--- config.mk ---
export PLATFORM = sky130hd
export DESIGN_NAME = decrypt_scheduler
export DESIGN_NICKNAME = d
export VERILOG_FILES = /design/src/rtl/decrypt_scheduler.sv
export SDC_FILE = /design/constraint.sdc
export NUM_CORES = 1
export LEC_CHECK = 0
export ABC_AREA = 1
export BUFFER_PORTS_ARGS = -buffer_cell sky130_fd_sc_hd__buf_2
export CORE_ASPECT_RATIO = 1.2
export CORE_MARGIN = 2
export CORE_UTILIZATION = 42
export CTS_CLUSTER_DIAMETER = 80
export DETAILED_ROUTE_END_ITERATION = 8
export PLACE_DENSITY = 0.86
export SLEW_MARGIN = 20
export SYNTH_ARGS = -nofsm -noshare
export SYNTH_HDL_FRONTEND = slang
export SYNTH_SLANG_ARGS = --single-unit
--- constraint.sdc ---
create_clock -name clock -period 1.3 [get_ports clock]
set_input_delay 0.13 -clock clock [delete_from_list [all_inputs] [get_ports clock]]
set_output_delay 0.13 -clock clock [all_outputs]
set_load 0.005 [all_outputs]
--- src/rtl/decrypt_scheduler.sv ---
// Arbitrates NREQ requesters onto one shared decryption core and returns tagged plaintext.
// Define DEC_SCHED_RR_EN for round-robin arbitration; otherwise the lowest pending index wins.
module decrypt_scheduler #(
    parameter int N        = 8,
    parameter int NREQ     = 4,
    parameter int CORE_LAT = 1,
    localparam int IDW     = $clog2(NREQ)
) (
    input  logic              clock,
    input  logic              reset_n,
    input  logic [NREQ-1:0]   req_valid,
    input  logic [NREQ*N-1:0] req_key,
    input  logic [NREQ*N-1:0] req_e_data,
    output logic [NREQ-1:0]   req_ready,
    output logic [N-1:0]      core_key,
    output logic [N-1:0]      core_e_data,
    input  logic [N-1:0]      core_data,
    output logic              resp_valid,
    output logic [IDW-1:0]    resp_id,
    output logic [N-1:0]      resp_data,
    output logic              busy
);

    typedef enum logic {IDLE, WAIT} state_t;

    localparam logic [3:0] LAT = 4'(CORE_LAT);

    state_t         state_q;
    logic [3:0]     cnt_q;
    logic [IDW-1:0] id_q;
    logic [N-1:0]   key_q;
    logic [N-1:0]   edata_q;
    logic [N-1:0]   resp_data_q;
    logic [IDW-1:0] resp_id_q;
    logic           resp_valid_q;

    logic           grant_found;
    logic [IDW-1:0] grant_idx;

`ifdef DEC_SCHED_RR_EN
    logic [IDW-1:0] ptr_q;
    logic [IDW-1:0] ptr_d;

    // Search starts at the pointer and wraps, so the last winner drops to lowest priority.
    always_comb begin
        grant_found = 1'b0;
        grant_idx   = '0;
        for (int k = 0; k < NREQ; k++) begin
            if (!grant_found && req_valid[(int'(ptr_q) + k) % NREQ]) begin
                grant_found = 1'b1;
                grant_idx   = IDW'((int'(ptr_q) + k) % NREQ);
            end
        end
    end

    always_comb begin
        ptr_d = ptr_q;
        if (state_q == IDLE && grant_found) begin
            ptr_d = (grant_idx == IDW'(NREQ - 1)) ? '0 : grant_idx + 1'b1;
        end
    end

    always_ff @(posedge clock or negedge reset_n) begin
        if (!reset_n) begin
            ptr_q <= '0;
        end else begin
            ptr_q <= ptr_d;
        end
    end
`else
    always_comb begin
        grant_found = 1'b0;
        grant_idx   = '0;
        for (int k = 0; k < NREQ; k++) begin
            if (!grant_found && req_valid[k]) begin
                grant_found = 1'b1;
                grant_idx   = IDW'(k);
            end
        end
    end
`endif

    // Ready is gated by reset_n so nothing is offered while reset is held.
    always_comb begin
        req_ready = '0;
        if (reset_n && state_q == IDLE && grant_found) begin
            req_ready[grant_idx] = 1'b1;
        end
    end

    always_ff @(posedge clock or negedge reset_n) begin
        if (!reset_n) begin
            state_q      <= IDLE;
            cnt_q        <= '0;
            id_q         <= '0;
            key_q        <= '0;
            edata_q      <= '0;
            resp_data_q  <= '0;
            resp_id_q    <= '0;
            resp_valid_q <= 1'b0;
        end else begin
            resp_valid_q <= 1'b0;
            case (state_q)
                IDLE: begin
                    if (grant_found) begin
                        key_q   <= req_key[grant_idx*N +: N];
                        edata_q <= req_e_data[grant_idx*N +: N];
                        id_q    <= grant_idx;
                        cnt_q   <= '0;
                        state_q <= WAIT;
                    end
                end
                WAIT: begin
                    if (cnt_q == LAT) begin
                        resp_data_q  <= core_data;
                        resp_id_q    <= id_q;
                        resp_valid_q <= 1'b1;
                        state_q      <= IDLE;
                    end else begin
                        cnt_q <= cnt_q + 1'b1;
                    end
                end
                default: state_q <= IDLE;
            endcase
        end
    end

    assign core_key    = key_q;
    assign core_e_data = edata_q;
    assign resp_valid  = resp_valid_q;
    assign resp_id     = resp_id_q;
    assign resp_data   = resp_data_q;
    assign busy        = (state_q == WAIT);

endmodule

Yosys cells after proc, flatten, opt, wreduce, memory -nomap -nowiden --
Index checks and enable logic that the tools add are counted.
Word-level totals: flip-flop bits (word level) 34, logic and storage cells 47, output and inout bits 32, bits of input ports 78
Cells by class: reduce and logical (&&, ||, !) cells 12, multiplexer cells 18, equality and inequality tests 3, bitwise operators 1, shift-type cells 2, order comparisons 2, add/subtract/negate cells 1
Operators with widths (count):
- indexed part select 32 x 6 -> 8 bit | 2
- 2-to-1 mux 4 bit | 3
- 2-to-1 mux 1 bit | 10
- case mux 4 bit (2 select lines) | 1
- logical AND 1 bit | 6
- AND reduction 2 bit | 3
- adder 4 x 1 -> 4 bit (second input constant) | 1
- == test 4 x 1 -> 1 bit (second input constant) | 1
- 2-to-1 mux 2 bit | 2
- inequality test 2 bit (second input constant) | 2
- zero test 1 bit | 3
- less-than comparator 2 x 3 -> 1 bit (second input constant) | 1
- demux 1 bit (select 2 bit) | 1
- >= comparator 2 x 1 -> 1 bit (second input constant) | 1
- case mux 1 bit (2 select lines) | 1
- NOT 1 bit | 1

Depth between registers and ports, before layout --
Gate-level depths: netlist of run 1.
depth in word-level cells 15, depth in mapped cells 10

Worst setup path before layout of run 1 --
OpenSTA, ideal clock, no wires.
path kind register -> register, start register cnt_q[1], end register cnt_q[2], setup time 117 ps, setup slack 54 ps, clock period less this slack 1246 ps, arrival time 1130 ps, stages on the path, launching flop included 10, path through dfrtp_1 > inv_1 > ha_1 > nand4_1 > nand2_1 > nand2_2 > nand2_1 > nand2_1 > nand2_1 > nor2_1
On the way: cells in the longest elaborated chain, start to end 3
RTL lines:
- start, declared | RTL line 29 | logic [3:0] cnt_q;
- start signal, assigned | RTL line 120 | cnt_q <= cnt_q + 1'b1;
- adder 4 x 1 -> 4 bit / == test 4 x 1 -> 1 bit (equally long branches) | RTL line 120, 114
- 2-to-1 mux 4 bit / inequality test 2 bit (equally long branches)
- case mux 4 bit (2 select lines) / AND reduction 2 bit (equally long branches)
Parallel ways exist; a longest one is shown, timed or not. The select of a mux whose other input is x is not followed. A chain may end at the register's enable or synchronous reset.

Worst setup path in the final report of run 1 --
start register state_q, in the netlist busy, end output req_ready[1]
On the way: cells in the longest elaborated chain, start to end 4
RTL lines:
- start, declared | RTL line 28 | state_t state_q;
- start signal, assigned | RTL line 93 | state_q <= IDLE;
- start signal, assigned | RTL line 110 | state_q <= WAIT;
- start signal, assigned | RTL line 118 | state_q <= IDLE;
- NOT 1 bit (no source line)
- logical AND 1 bit (2 in series) | RTL line 86 | if (reset_n && state_q == IDLE && grant_found) begin
- 2-to-1 mux 4 bit | RTL line 86
- end, declared | RTL line 14 | output logic [NREQ-1:0] req_ready,
No other way between the ends.

==> results.txt, run 1 <==
* Total global routing track utilization: 19.5%
* Final core utilization: 61.3%
- The final route contains 2472 vias.
- The worst path in the final design needs a cycle of 1.48 ns, including I/O delays and setup.
* Worst min path class: input pin to flop
- Status: finished, violations left
- Summing all non-filler instances in the final layout gives an area of 3070 um^2.
- Filler Cell Count: 472
- The initial utilization of the core area, before any placement, comes to 44.0%.
* Number of failing setup endpoints in the final timing report: 4
- The worst setup path is launched from a flop.
* Post-synthesis to final-layout area growth: 39.2%
* Maximum number of buffers from clock root to sink: 2
- The number of antenna diodes in the final layout is 0.
- The checks that failed: negative setup slack.
- Yosys printed 0 warnings.
- Drt first-iter violations: 74
- TritonCTS built the clock tree.
- The detail route stage leaves a number of antenna-violating nets equal to 0.
- Simple-Gate Fraction of Synth Area: 37.2%
- Critical Path AT: 1.35 ns
- Combinational family with the most area after synthesis: simple AND/OR/NAND/NOR gates
- Pleak: 1.95 nW
- In this run the worst path has a maximum fanout of 5.
* Gate Count Post-Synth: 343
- Source-to-sink clock delay at the later pin of the worst-skew pair: 0.27 ns
- The largest individual stage delay along the critical path comes from the cell sky130_fd_sc_hd__dfrtp_1.
- Routed length per placed instance: 11.3 um
* Post-layout total power: 5.05 mW
- Entering global routing, the biggest net connects 35 pins.
- Number of distinct standard cells referenced by the synthesized netlist: 28
- Mean number of vias per cell: 4.69
* Slack of the critical path: -0.176 ns
- After floorplanning, the core was divided into 28 placement rows.
- Share of cell area taken by muxes after synthesis: 0%
- The signal on the critical path passes through inv_2 > nand2_2 > inv_2 > nand2_4 > buf_6 > nor2_2 > buf_2.
- The clock tree synthesis step divided the H-tree into 2 levels.
- Number of top-level pins: 110
* TritonCTS Buffers: 5
* Number of antenna violations at the first check in global routing: 0
- Across the run, the number of max-cap violations was 0.
- Worst IR drop on VDD: 0.000648 V
- Setup repair after global routing missed its margin: yes
- Based on the critical path, the design can be clocked at up to 678 MHz.
* Syn_area_per_cell: 6.43 um^2
- Final number of hold-violating endpoints: 0
- Critical setup path kind: flop to output pin
- Register bit count reported by yosys: 34
* Final WL: 5950 um
* Endpoint kind of the worst setup timing path: output pin
* Die X-Extent: 70.2 um
* Cell Area, Synth: 2210 um^2
- The die covers 5850 um^2.
- CP peak stage delay: 0.44 ns
- Core box area: 5010 um^2
- Root buffer selected by CTS: sky130_fd_sc_hd__clkbuf_8
- Sequential area share after synthesis: 38.6%
- Transition at the pin with the smallest max-transition slack: 0.402 ns
- Placement Cell Area: 2830 um^2
- Wire length of the first global-routing pass: 9500 um
- Nets@finish: 548
- Final Max Tran Viols: 0
- After routing, the total negative slack on setup checks comes to -0.645 ns.
* Final RePlAce weighted congestion: 0.838
* Headroom to the max-slew limit: 73.2%
- In this run the power density over the cells is 1640 nW/um^2.
- Before antenna repair, the detailed router went through 4 iterations.
- In the final layout, the multi-input gates occupy 1050 um^2.
- Fraction of the mapped netlist area in compound gates: 5.79%
* Port-buffer cells: 109
- After Yosys synthesis, full adders, half adders and majority gates account for 1.13% of the synthesized area.
- Die height: 83.4 um
- Synthesized netlist net count: 423
* DRC violations left: 0
- The clock arrives with 0.00169 ns of skew.
* Grt ovf: 0
- Most common cell type on the critical path: sky130_fd_sc_hd__inv_2
- After legalization and detailed placement, the total HPWL measured 4480 um.
- At the worst endpoint, the required time is 1.17 ns.
- After layout, the worst path uses 114% of the clock period.
- The via count of the first global-routing pass was 2240.
- The clock net in this run drives a total of 34 sinks.
* Clock input transition at the sequential cells of the worst setup and hold paths: 0.06 ns
- Across the whole layout, storage elements account for 851 um^2.
- Of the cells placed in the final design, the portion with a size suffix greater than 1 is 34.3%.
* Xor/xnor share of the synthesized area: 0.397%
- Worst Hold Slack: 0.0489 ns
==> path summary, 6_finish.rpt <==
check | startpoint | endpoint | slack, ns | cells after the start
max reg2reg | busy | cnt_q[3] | 0.04 | 7
max | busy | req_ready[1] | -0.18 | 7
max in group asynchronous | reset_n | resp_data[7] | 0.47 | 3
min | core_data[0] | resp_data[0] | 0.05 | 3
min reg2reg | core_key[5] | core_key[5] | 0.48 | 2
min in group asynchronous | reset_n | core_key[1] | 0.54 | 3
==> power by group <==
part / internal [mW] / switching (mW) / leakage, nW
combinational: 1.14 / 1.30 / 1.49
clock: 0.407 / 0.320 / 0.0431
sequential: 1.58 / 0.299 / 0.418
==> metal layers <==
metal | GRT usage [%] | wire, um
met2 | 35.9 | 3090
met4 | 5.77 | 62
met5 | 0 | 0
met3 | 2.91 | 309
met1 | 23.2 | 2480
==> repair_timing <==
| item | CTS | global route |
|---|---|---|
| setup buffers | 5 | 4 |
| resized for setup | 6 | 17 |
| endpoints found under the hold margin | 34 | 0 |
| hold buffers | 1 | 0 |
| setup endpoints to repair | 14 | 31 |
| pin swaps | 3 | 6 |
==> cell families (layout without fill, tap and decap cells) <==
| kind of cell | count (synthesis) | count (layout) |
|---|---|---|
| compound gates | 24 | 24 |
| xor+xnor | 1 | 1 |
| fa+ha+maj | 2 | 2 |
| buf+inv | 88 | 212 |
| flops | 34 | 34 |
| simple gates | 194 | 194 |
==> synth_stat cells <==
master | instances | share of area [%]
sky130_fd_sc_hd__o21ai_0 | 11 | 2.5
sky130_fd_sc_hd__clkinv_1 | 4 | 0.68
sky130_fd_sc_hd__xor2_1 | 1 | 0.40
sky130_fd_sc_hd__buf_2 | 5 | 1.1
sky130_fd_sc_hd__buf_6 | 3 | 1.5
sky130_fd_sc_hd__nand3_2 | 1 | 0.45
sky130_fd_sc_hd__nor2_4 | 2 | 1.0
sky130_fd_sc_hd__nand3_4 | 1 | 0.79
sky130_fd_sc_hd__nand2_2 | 1 | 0.28
sky130_fd_sc_hd__o21ai_2 | 1 | 0.40
sky130_fd_sc_hd__inv_1 | 67 | 11
sky130_fd_sc_hd__a31oi_1 | 1 | 0.28
sky130_fd_sc_hd__clkbuf_1 | 1 | 0.17
sky130_fd_sc_hd__nor4_1 | 1 | 0.28
sky130_fd_sc_hd__nor2_1 | 6 | 1.0
sky130_fd_sc_hd__nand2_4 | 1 | 0.51
sky130_fd_sc_hd__nor3_1 | 1 | 0.23
sky130_fd_sc_hd__o21ai_1 | 6 | 1.4
sky130_fd_sc_hd__nand3_1 | 33 | 7.5
sky130_fd_sc_hd__a21oi_1 | 3 | 0.68
sky130_fd_sc_hd__o22ai_1 | 2 | 0.57
sky130_fd_sc_hd__dfrtp_1 | 34 | 39
sky130_fd_sc_hd__nand4_1 | 1 | 0.28
sky130_fd_sc_hd__ha_1 | 2 | 1.1
sky130_fd_sc_hd__buf_4 | 3 | 1.0
sky130_fd_sc_hd__inv_2 | 4 | 0.68
sky130_fd_sc_hd__inv_4 | 1 | 0.28
sky130_fd_sc_hd__nand2_1 | 146 | 25
==> cell usage in the layout (no fill, tap or decap), types with 2 or more instances in the layout <==
cell	instances
sky130_fd_sc_hd__inv_1	65
sky130_fd_sc_hd__nand3_1	33
sky130_fd_sc_hd__nor2_1	4
sky130_fd_sc_hd__inv_4	2
sky130_fd_sc_hd__nand2_2	5
sky130_fd_sc_hd__o21ai_0	11
sky130_fd_sc_hd__nor2_4	3
sky130_fd_sc_hd__o21ai_1	6
sky130_fd_sc_hd__buf_6	4
sky130_fd_sc_hd__buf_4	16
sky130_fd_sc_hd__dfrtp_1	34
sky130_fd_sc_hd__clkinv_1	3
sky130_fd_sc_hd__buf_2	109
sky130_fd_sc_hd__nand2_1	141
sky130_fd_sc_hd__inv_2	6
sky130_fd_sc_hd__clkbuf_8	6
sky130_fd_sc_hd__a21oi_1	3
sky130_fd_sc_hd__nand2_4	2
==> per-stage QoR <==
| stage | setup slack [ns] | std cells |
|---|---|---|
| detailed placement | -0.192 | 512 |
| finish | -0.176 | 527 |
| CTS | -0.213 | 524 |
| global route | -0.252 | 527 |
| global placement | -0.160 | 512 |
| floorplan | 0.0535 | 343 |
==> state kept, by name, summed over array words and instances, names as in the netlist <==
name,count
core_key,8
resp_id,2
id_q,2
core_e_data,8
resp_valid,1
cnt_q,4
busy,1
resp_data,8
==> critical path: cells and delay by family (launching register included) <==
family        cells  cell delay, ns
flops             1            0.44
buf+inv           4            0.42
simple gates      3            0.22
==> final cells by class <==
type / instances / area share (%)
multi-input combinational: 221 / 34.2
clock buffer: 6 / 2.69
inverter: 76 / 9.45
sequential: 34 / 27.7
tap: 60 / 2.44
timing repair buffer: 130 / 23.5
(Power assumes the default switching activity.)
==> run 2, diff against run 1 <==
--- a/config.mk
+++ b/config.mk
@@ -12,7 +12,7 @@
 export CORE_UTILIZATION = 42
 export CTS_CLUSTER_DIAMETER = 80
 export DETAILED_ROUTE_END_ITERATION = 8
-export PLACE_DENSITY = 0.86
+export PLACE_DENSITY = 0.79
 export SLEW_MARGIN = 20
 export SYNTH_ARGS = -nofsm -noshare
 export SYNTH_HDL_FRONTEND = slang
==> run 2 against run 1 <==
- sequential share of layout area is 1.1 points lower
- the flow still finishes with violations (negative setup slack)
- highest routed layer unchanged
- largest power group unchanged
- fmax grew 7.2%
- combinational power increased by 6%
==> results.txt, run 2 (same netlist as run 1, synthesis figures left out) <==
- The run finished, with violations left.
- Failing checks: negative setup slack
* Sink count of the clock tree: 34
- Measured in cells, the most critical reg-to-reg path has a length of 9.
- Via Count: 2411
* Drt first-iter violations: 74
- In the layout the commonest cells are 131 x sky130_fd_sc_hd__nand2_1, 109 x sky130_fd_sc_hd__buf_2, 65 x sky130_fd_sc_hd__inv_1.
* H-tree depth: 2
- Among cell families on the critical path, the largest total delay comes from flip-flops.
- Wire length of the first global-routing pass: 9890 um
- The worst-case IR drop observed on VDD is 0.000612 V.
- Crit-path cells: inv_2 > nand2_4 > inv_4 > nand2_4 > buf_6 > nor2_4 > buf_2
* Top achievable clock speed: 726 MHz
- Final Max Tran Viols: 0
* Grt ovf: 0
- Number of placed instances, taps included: 514
* Max-capacitance violation count: 0
* Endpoint of the worst register-to-register path: cnt_q[2]
* Crit path launch type: flop
- Source-to-sink clock delay at the later pin of the worst-skew pair: 0.28 ns
- Data on the critical path arrives at its endpoint at 1.25 ns.
* Core box area: 5010 um^2
* Total power per unit cell area: 1680 nW/um^2
- Summed over all cells, the static leakage comes to 2.00 nW.
- Number of failing setup endpoints in the final timing report: 4
- In this run the tightest slew margin relative to its limit is 71.8%.
- The multi-input combinational cells in the finished layout cover a total of 1080 um^2.
- Cells with a size suffix above 1 make up 36.7% of the layout.
- Effective utilization at floorplan: 44.0%
- Final RePlAce weighted congestion: 0.894
* CP peak stage delay: 0.39 ns
* Data required time at the worst endpoint: 1.17 ns
* Mean number of vias per cell: 4.54
- Root buffer selected by CTS: sky130_fd_sc_hd__clkbuf_8
- The number of antenna violations at the first check in global routing is 0.
* Placement Cell Area: 2870 um^2
* Final WL: 5810 um
- Worst path bufs/invs: 4
- Endpoint kind of the worst setup timing path: output pin
- TritonCTS built the clock tree.
- DRT antenna net count: 0
- Clock Skews: 0.00395 ns
- Filler Cell Count: 465
* Hold Path Depth: 3
- Port-buffer cells: 109
* DRC violations left: 0
- Count of non-filler cells in the finished layout: 531
* Clock input transition at the sequential cells of the worst setup and hold paths: 0.07 ns
- Worst min path class: input pin to flop
- The critical path is of the flop to output pin type.
- Along the worst path, the maximum fanout reaches 3.
* Stages on worst setup path: 7
- Measured along the y axis, the die boundary spans 83.4 um.
- Detailed placer's ending HPWL: 4390 um
- In this run the critical register-to-register path is launched from cnt_q[1].
- By instance count, the cell type seen most on the critical path is sky130_fd_sc_hd__nand2_4.
- Setup repair after global routing missed its margin: yes
* Number of core rows: 28
- Routed length per placed instance: 10.9 um
- Flop-to-flop setup slack: 0.03 ns
* Post-Route Setup TNS: -0.270 ns
* Worst hold endpoint: resp_data[7]
- Master of the slowest instance on the critical path: sky130_fd_sc_hd__dfrtp_1
* Nets@finish: 550
* Number of diodes added for antenna fixing: 0
- For this run, the total global-route usage over all layers was measured as 20.4%.
- Before CTS, the worst setup slack after placement is -0.0972 ns.
* TritonCTS Buffers: 5
- Largest net degree at the start of global routing: 35
- Final number of hold-violating endpoints: 0
* Launch point of the worst hold path: core_data[7]
- Floorplan die area: 5850 um^2
- Transition at the pin with the smallest max-transition slack: 0.423 ns
* Period Utilization, post-route: 106%
- Before antenna repair, the detailed router went through 4 iterations.
- Slack of the critical path: -0.0767 ns
- Measured along the x axis, the die boundary spans 70.2 um.
- Post-layout min period: 1.38 ns
- Maximum number of buffers from clock root to sink: 2
- After layout, the design draws a total of 5.35 mW.
- The via count of the first global-routing pass is 2329.
* Number of top-level pins: 110
* Final design area excluding fillers: 3190 um^2
- Most frequent standard cell in the layout excluding fill and tap cells: sky130_fd_sc_hd__nand2_1
* Post-synthesis to final-layout area growth: 44.8%
- Sequential cell area: 851 um^2
[run 2: cell count changes in the layout (fill, tap and decap cells not counted), moves of 2 or more]
cell                       change
sky130_fd_sc_hd__buf_12        +2
sky130_fd_sc_hd__nand2_2       +7
sky130_fd_sc_hd__clkbuf_8      +2
sky130_fd_sc_hd__nand2_1      -10
sky130_fd_sc_hd__nand2_4       +3
[run 2: cell type report]
type | instances | share of cell area, %
Timing Repair Buffer | 132 | 24.5
Sequential cell | 34 | 26.6
Clock buffer | 8 | 3.45
Inverter | 76 | 9.17
Multi-Input combinational cell | 221 | 33.9
Tap cell | 60 | 2.35
[run 2: tightest hold or removal path: stages]
cell	delay, ns
sky130_fd_sc_hd__buf_2	0.08
sky130_fd_sc_hd__nand2_1	0.04
sky130_fd_sc_hd__nand2_1	0.04
[run 2: per-stage QoR]
| stage | utilization (%) | hold WS [ns] |
|---|---|---|
| floorplan | - | -0.166 |
| global placement | 57.3 | 0.243 |
| detailed placement | 57.3 | 0.240 |
| CTS | 61.1 | 0.0336 |
| global route | 63.7 | 0.0530 |
| finish | 63.7 | 0.0434 |
[run 2: how the worst max path moves through the flow]
stage	start	end
floorplan	cnt_q[1]	cnt_q[2]
global placement	cnt_q[1]	resp_data[2]
detailed placement	cnt_q[1]	resp_data[0]
CTS	busy	req_ready[2]
global route	busy	req_ready[1]
finish	busy	req_ready[3]
[run 2: repair_timing]
| item | CTS | global route |
|---|---|---|
| endpoints found under the hold margin | 34 | 0 |
| setup endpoints to repair | 14 | 15 |
| setup buffers | 4 | 4 |
| resized for setup | 11 | 26 |
| cloned | 0 | 1 |
| pin swaps | 2 | 11 |
| hold buffers | 1 | 0 |
[run 2: metal layers]
metal	up-vias	wire length, um	GRT usage [%]
met2	82	3040	38.0
met4	0	60	6.64
li1	1270	-	-
met5	-	0	0
met3	6	279	2.31
met1	1053	2430	24.0
[run 2: report_power, final]
| part | leakage, nW | total, mW | internal, mW | switching (mW) |
|---|---|---|---|---|
| registers | 0.418 | 1.88 | 1.58 | 0.305 |
| clock network | 0.0575 | 0.886 | 0.534 | 0.351 |
| logic | 1.52 | 2.58 | 1.24 | 1.34 |
